==> src/rtl/alu16_pg_stage.sv <==
// Two-stage 16-bit ALU front end: stage 1 registers operands and exports nibble P/G to an external
// 74182 CLA, then folds the returned carries into the result. Optional flags: ALU16_FLAGS_EN.
module alu16_pg_stage (
  input  logic        clk,
  input  logic        rst,
  input  logic        in_valid,
  output logic        in_ready,
  input  logic [15:0] in_a,
  input  logic [15:0] in_b,
  input  logic [2:0]  in_op,
  input  logic        in_cin,
  output logic [3:0]  npb_o,
  output logic [3:0]  ngb_o,
  output logic        cn_o,
  input  logic        cla_cnx,
  input  logic        cla_cny,
  input  logic        cla_cnz,
  input  logic        cla_pbo,
  input  logic        cla_gbo,
  output logic        out_valid,
  input  logic        out_ready,
  output logic [15:0] out_f,
  output logic        out_cout,
  output logic        out_zero,
  output logic        out_neg,
  output logic        out_ovf
);

  localparam logic [2:0] OP_ADD  = 3'b000;
  localparam logic [2:0] OP_SUB  = 3'b001;
  localparam logic [2:0] OP_AND  = 3'b010;
  localparam logic [2:0] OP_OR   = 3'b011;
  localparam logic [2:0] OP_XOR  = 3'b100;
  localparam logic [2:0] OP_PASS = 3'b101;
  localparam logic [2:0] OP_NOT  = 3'b110;
  localparam logic [2:0] OP_ADD0 = 3'b111;

  logic        s1_valid_q, s1_valid_d;
  logic [15:0] a_q, a_d, b_q, b_d;
  logic [2:0]  op_q, op_d;
  logic        cin_q, cin_d;
  logic        out_valid_q, out_valid_d;
  logic [15:0] f_q, f_d;
  logic        cout_q, cout_d;

  logic        accept, advance;
  logic        is_sub, is_arith;
  logic [15:0] bx, g, p, c, arith_f;
  logic [15:0] f_s1;
  logic        cout_s1;
  logic [3:0]  grp_g, grp_p, nib_cin;

  assign in_ready = ~s1_valid_q | ~out_valid_q | out_ready;
  assign accept   = in_valid & in_ready;
  assign advance  = s1_valid_q & (~out_valid_q | out_ready);

  // Operand conditioning: SUB is a + ~b + 1, op 111 forces the carry-in low.
  assign is_sub   = (op_q == OP_SUB);
  assign is_arith = (op_q == OP_ADD) | (op_q == OP_SUB) | (op_q == OP_ADD0);
  assign bx       = is_sub ? ~b_q : b_q;
  assign cn_o     = is_sub ? 1'b1 : ((op_q == OP_ADD0) ? 1'b0 : cin_q);
  assign g        = a_q & bx;
  assign p        = a_q | bx;
  assign nib_cin  = {cla_cnz, cla_cny, cla_cnx, cn_o};

  genvar gi;
  generate
    for (gi = 0; gi < 4; gi++) begin : g_nibble
      logic [3:0] rc;
      assign grp_g[gi] = g[4*gi+3]
                       | (p[4*gi+3] & g[4*gi+2])
                       | (p[4*gi+3] & p[4*gi+2] & g[4*gi+1])
                       | (p[4*gi+3] & p[4*gi+2] & p[4*gi+1] & g[4*gi]);
      assign grp_p[gi] = &p[4*gi +: 4];
      // Carries ripple inside the nibble, seeded by the CLA-supplied nibble carry.
      assign rc[0] = nib_cin[gi];
      assign rc[1] = g[4*gi]   | (p[4*gi]   & rc[0]);
      assign rc[2] = g[4*gi+1] | (p[4*gi+1] & rc[1]);
      assign rc[3] = g[4*gi+2] | (p[4*gi+2] & rc[2]);
      assign c[4*gi +: 4] = rc;
    end
  endgenerate

  assign npb_o   = ~grp_p;
  assign ngb_o   = ~grp_g;
  assign arith_f = a_q ^ bx ^ c;
  assign cout_s1 = is_arith & (~cla_gbo | (~cla_pbo & cn_o));

  always_comb begin
    f_s1 = arith_f;
    case (op_q)
      OP_AND:  f_s1 = a_q & b_q;
      OP_OR:   f_s1 = a_q | b_q;
      OP_XOR:  f_s1 = a_q ^ b_q;
      OP_PASS: f_s1 = a_q;
      OP_NOT:  f_s1 = ~a_q;
      default: f_s1 = arith_f;
    endcase
  end

  always_comb begin
    a_d         = a_q;
    b_d         = b_q;
    op_d        = op_q;
    cin_d       = cin_q;
    f_d         = f_q;
    cout_d      = cout_q;
    s1_valid_d  = accept | (s1_valid_q & ~advance);
    out_valid_d = advance | (out_valid_q & ~out_ready);
    if (accept) begin
      a_d   = in_a;
      b_d   = in_b;
      op_d  = in_op;
      cin_d = in_cin;
    end
    if (advance) begin
      f_d    = f_s1;
      cout_d = cout_s1;
    end
  end

  always_ff @(posedge clk) begin
    if (rst) begin
      s1_valid_q  <= 1'b0;
      a_q         <= '0;
      b_q         <= '0;
      op_q        <= '0;
      cin_q       <= 1'b0;
      out_valid_q <= 1'b0;
      f_q         <= '0;
      cout_q      <= 1'b0;
    end else begin
      s1_valid_q  <= s1_valid_d;
      a_q         <= a_d;
      b_q         <= b_d;
      op_q        <= op_d;
      cin_q       <= cin_d;
      out_valid_q <= out_valid_d;
      f_q         <= f_d;
      cout_q      <= cout_d;
    end
  end

  assign out_valid = out_valid_q;
  assign out_f     = f_q;
  assign out_cout  = cout_q;

`ifdef ALU16_FLAGS_EN
  logic zero_q, zero_d, neg_q, neg_d, ovf_q, ovf_d, ovf_s1;

  // Overflow: like-signed operands (after b inversion) producing a result of the other sign.
  assign ovf_s1 = is_arith & (a_q[15] == bx[15]) & (f_s1[15] != a_q[15]);

  always_comb begin
    zero_d = zero_q;
    neg_d  = neg_q;
    ovf_d  = ovf_q;
    if (advance) begin
      zero_d = (f_s1 == 16'h0000);
      neg_d  = f_s1[15];
      ovf_d  = ovf_s1;
    end
  end

  always_ff @(posedge clk) begin
    if (rst) begin
      zero_q <= 1'b0;
      neg_q  <= 1'b0;
      ovf_q  <= 1'b0;
    end else begin
      zero_q <= zero_d;
      neg_q  <= neg_d;
      ovf_q  <= ovf_d;
    end
  end

  assign out_zero = zero_q;
  assign out_neg  = neg_q;
  assign out_ovf  = ovf_q;
`else
  assign out_zero = 1'b0;
  assign out_neg  = 1'b0;
  assign out_ovf  = 1'b0;
`endif

endmodule

==> config.mk <==
export PLATFORM = sky130hd
export DESIGN_NAME = alu16_pg_stage
export DESIGN_NICKNAME = d
export VERILOG_FILES = /design/src/rtl/alu16_pg_stage.sv
export SDC_FILE = /design/constraint.sdc
export NUM_CORES = 1
export LEC_CHECK = 0
export BUFFER_PORTS_ARGS = -buffer_cell sky130_fd_sc_hd__buf_2
export CELL_PAD_IN_SITES_DETAIL_PLACEMENT = 1
export CELL_PAD_IN_SITES_GLOBAL_PLACEMENT = 1
export CORE_MARGIN = 4
export CORE_UTILIZATION = 25
export CTS_CLUSTER_SIZE = 24
export DETAILED_ROUTE_END_ITERATION = 7
export PLACE_DENSITY = 0.61
export SLEW_MARGIN = 15
export SYNTH_ARGS = -nofsm -noshare
export SYNTH_HDL_FRONTEND = slang
export SYNTH_SLANG_ARGS = --single-unit
==> constraint.sdc <==
create_clock -name clk -period 3.7 [get_ports clk]
set_input_delay 0.74 -clock clk [delete_from_list [all_inputs] [get_ports clk]]
set_output_delay 0.74 -clock clk [all_outputs]
set_load 0.05 [all_outputs]
### Word-level counts from Yosys, hierarchy flattened

Cells that the tools add are included.
Widths: inputs -> output; s select.

* mux-type cells: 4
* reduce and logical (&&, ||, !) cells: 5
* eq/ne operators: 7
* bitwise logic cells: 87

Operator list (number)
* $pmux 16 s5: 1
* $xor 16x16->16: 3
* $and 1x1->1: 38
* $and 16x16->16: 2
* $not 16->16: 2
* $or 1x1->1: 32
* $or 16x16->16: 2
* $mux 16: 1
* $reduce_and 4->1: 4
* $eq 3x3->1 const B: 4
* $not 4->4: 2
* $eq 3x2->1 const B: 2
* $not 1->1: 6
* $eq 3x1->1 const B: 1
* $logic_not 3->1: 1
* $mux 1: 2

* bits in registers: 55
* logic and storage cells: 111
* output and inout bits: 31
* input port bits: 45

### Depth between registers and ports, before layout

* depth in word-level cells: 11
* gate-level depth with buffers: 12
* gate-level depth less buffers: 10

### Worst setup path before layout

Ideal clock, no wire load.

* kind: register to register
* start point: reg op_q[0]
* end point: reg f_q[3] (netlist: out_f[3])
* slack: -0.314 ns
* clock period less this slack: 4.014 ns
* data required time: 3.583 ns
* cell stages (with the launch flop): 13
* setup time: 0.117 ns
* data arrival time: 3.897 ns
* path buffers: 3
* cells stage by stage: dfxtp_1 buf_4 buf_2 clkbuf_1 a21oi_1 o21ai_0 fa_1 inv_1 fa_1 fa_1 xor2_1 nand2_1 a32o_1

* cells in the longest elaborated chain, start to end: 11
* elaborated cells between the ends (all ways): 21
* classes of those cells: eq/ne: 7; mux: 4; bitwise: 10

Ends and longest elaborated chain
* from (decl): RTL line 40 `logic [2:0] op_q, op_d;`
* from (signal assigned): RTL line 136 `op_q <= op_d;`
* $eq 3x3->1: RTL line 61 `assign cn_o = is_sub ? 1'b1 : ((op_q == OP_ADD0) ? 1'b0 : cin_q);`
* $mux 1: RTL line 61
* $mux 1 (*): RTL line 61
* via cn_o: RTL line 14 `output logic cn_o,`
* $and 1x1->1 (*): RTL line 77 `assign rc[1] = g[4*gi] | (p[4*gi] & rc[0]);`
* $or 1x1->1 (*): RTL line 77
* $and 1x1->1 (*): RTL line 78 `assign rc[2] = g[4*gi+1] | (p[4*gi+1] & rc[1]);`
* $or 1x1->1 (*): RTL line 78
* $and 1x1->1 (*): RTL line 79 `assign rc[3] = g[4*gi+2] | (p[4*gi+2] & rc[2]);`
* $or 1x1->1 (*): RTL line 79
* $xor 16x16->16 (*): RTL line 86 `assign arith_f = a_q ^ bx ^ c;`
* $pmux 16 s5 (*): RTL line 91 `case (op_q)`
* to (signal assigned): RTL line 130 `f_q <= '0;`
* to (signal assigned): RTL line 139 `f_q <= f_d;`
* to (decl): RTL line 43 `logic [15:0] f_q, f_d;`

Mark *: on every way through the listed nets, which the timed path passes. The rest lies on a longest branch.
A chain may end at the register's enable or synchronous reset.

### Final worst setup path

* start point: reg op_q[0]
* end point: out npb_o[0]

* cells in the longest elaborated chain, start to end: 5

Ends and longest elaborated chain
* $eq 3x1->1: RTL line 58 `assign is_sub = (op_q == OP_SUB);`
* $mux 16: RTL line 60 `assign bx = is_sub ? ~b_q : b_q;`
* $or 16x16->16: RTL line 63 `assign p = a_q | bx;`
* $reduce_and 4->1: RTL line 74 `assign grp_p[gi] = &p[4*gi +: 4];`
* $not 4->4: RTL line 84 `assign npb_o = ~grp_p;`
* to (decl): RTL line 12 `output logic [3:0] npb_o,`

Every way passes these cells.

==> run metrics <==
CTS Buf Count=5; Post-CTS Resized=0; CP Launch Type=flop; DRT iter0 DRCs=about 230; cell count after synthesis=approximately 540; CTS root buf=clkbuf_16; DRT Wirelength=13260 um; Chip Width=around 140 um; Final Max Tran Viols=0; top cells by area, synth=dfxtp_1, ha_1, nand2_1, a21oi_1, fa_1; Hold Path Class=flop to flop; vias in the first global route=between 4000 and 5000; final instance area=a little over 0.005 sq mm; Post-route DRC=0; Die Y=between 100 and 150 um; Initial Utilization=0.2585; Area after DPL=approximately 0.0049 sq mm; clk_skew=approximately 0.014 ns; Synth Register Bits=55; clock slew at reported path FFs=about 0.090 ns; IO buf count=72; R2R setup slack=0.72 ns; Lkg Pwr=~2.2 nW; crit path time final=3.182 ns; P_sw=roughly 0.60 mW; TritonCTS clock tree=done; Critical Path AT=~2.4 ns; Setup-failing EPs final=0; cts hold-fix bufs=0; synthesized area=between 0.004 and 0.005 sq mm; setup TNS=0 ns; Post-CTS Setup Bufs=0; DR vias/cell=around 4.7; Core Area=0.01676 sq mm; post-synthesis async set-or-reset flop share=0; largest net degree at the start of global routing=56; Tcrit/Tclk final=0.8600; worst skew pair latency=0.31 ns; GR Overflow Total=0; maximum fanout along the worst path=10; clock tree buffer depth=2; RSZ-0062 raised after global routing=no; maximum vdd drop=0.0001760 V; Slew headroom=0.4353; I/O Pins=between 70 and 80; Syn Area/Cell=between 8 and 9 sq um; Synth top cells by count=nand2_1, ha_1, inv_1, a21oi_1, dfxtp_1; Hold EP=out_f[4]; Comb pwr share=0.290; Final HPWL DP=around 10000 um; die area=0.01950 sq mm; DR pass1 iterations=5; pwr dens=roughly 330 mW/mm^2; top-area cell type share of the netlist area=0.2542; sequential element share of the synthesized area=0.2542; Post-synth top flop=dfxtp_1; count of max-cap constraint violations=0; reg2reg path depth=10; sequential share of power=0.407; via count=3854; R2R Path Start=op_q[0]; Row Count=47; Worst Max-Slew Pin Slew=0.8452 ns; count of distinct cell types in the synthesized netlist=45; Nets=716; ANT cells=0; Final Hold Vio Count=0; Worst Path Required=2.96 ns; Clk pwr share=0.302; Hold Crit Depth=2; number of enable flip-flop cells after synthesis=0; crit path kind=flop to output pin; Synth-to-Final Area Change=16.44%; Critical Path Sink Type=output pin; total power=around 1.7 mW; Reg-to-Reg End=out_f[3]; Synth area leader=dfxtp_1; clk sinks=55; top-count cell post-synth=nand2_1; P_int=between 1 and 1.5 mW; initial antenna violation count=0; global-route wire length before repair=21780 um; switching share of power=0.3641; total track usage=0.1380; Max Freq=approximately 310 MHz; ANT nets after route=0; GP Congestion=approximately 0.77; hold_sp=out_f[4]; synth warn=0; CTS H-tree depth=2; outcome=completed; final core occ=0.3009; wire per inst=approximately 16 um; layout cells sized above 1=0.1711
==> logic make-up after synthesis <==
family          count (synthesis)  synth area share
fa+ha+maj                      76            0.2403
buf+inv                        97           0.09648
other cells                     1         0.0008657
flops                          55            0.2542
xor+xnor                       20           0.04044
mux                            11           0.02686
compound gates                141            0.1996
simple gates                  135            0.1413
==> routing by layer <==
metal	track usage	vias to the layer above	wire (um)
met2	0.2435	64	6561
met5	0	-	0
met1	0.1738	1880	6102
met3	0.02573	14	418
li1	-	1896	-
met4	0.03468	0	177
==> flip-flops by register name, indices dropped and copies added (netlist names) <==
signal and count:
cin_q 1, out_f 16, out_valid 1, s1_valid_q 1, b_q 16, a_q 16
out_cout 1, op_q 3
==> area by class of cell <==
cell class	instances	area [sq um]
flip-flops and latches	55	1101
repair buffers	84	450.4
well taps	220	275.3
multi-input cells	386	2828
clock buffers	5	125.1
fillers	2050	11720
inverters	63	239.0
clock inverters	3	25.02
==> worst max-delay path, cell delays in order, from the launching register on <==
cell	delay [ns]
dfxtp_1	0.39
inv_4	0.09
nor3_4	0.17
buf_4	0.22
xnor2_1	0.18
inv_1	0.12
ha_1	0.20
or4_1	0.53
buf_2	0.23
==> through the flow <==
stage	setup WS (ns)	hold WS (ns)	std cells
after global placement	0.8274	0.4382	808
final	0.5181	0.4462	816
after floorplan	0.1628	0.4530	538
after CTS	0.4815	0.4585	816
after global routing	0.3449	0.5002	816
after detailed placement	0.7402	0.4489	808
==> how the worst max path moves through the flow <==
stage | from | endpoint | slack (ns) | depth (start not counted)
after floorplan | op_q[0] | out_f[3] | 0.16 | 12
after global placement | op_q[0] | out_f[3] | 0.83 | 10
after detailed placement | op_q[0] | out_f[3] | 0.74 | 10
after CTS | op_q[0] | npb_o[0] | 0.48 | 8
after global routing | op_q[1] | npb_o[3] | 0.34 | 8
final | op_q[0] | npb_o[0] | 0.52 | 8
==> layout by cell type (no fill, tap or decap), types with 7 or more instances in the layout <==
cell	instances
nand2_1	97
buf_2	72
ha_1	64
inv_1	62
a21oi_1	59
dfxtp_1	55
o21ai_0	29
xnor2_1	18
fa_1	12
buf_4	12
nand2b_1	10
o21bai_1	7
nor2_1	7
a32o_1	7
==> power by group through the flow <==
stage | sequential [mW] | combinational (mW) | clock (mW)
3_5_place_dp | 0.690 | 0.487 | 0
6_report | 0.675 | 0.481 | 0.501
2_1_floorplan | 0.728 | 0.299 | 0
4_1_cts | 0.676 | 0.490 | 0.522
3_3_place_gp | 0.688 | 0.470 | 0
5_1_grt | 0.682 | 0.545 | 0.547
Power figures use the tool's default switching activity.
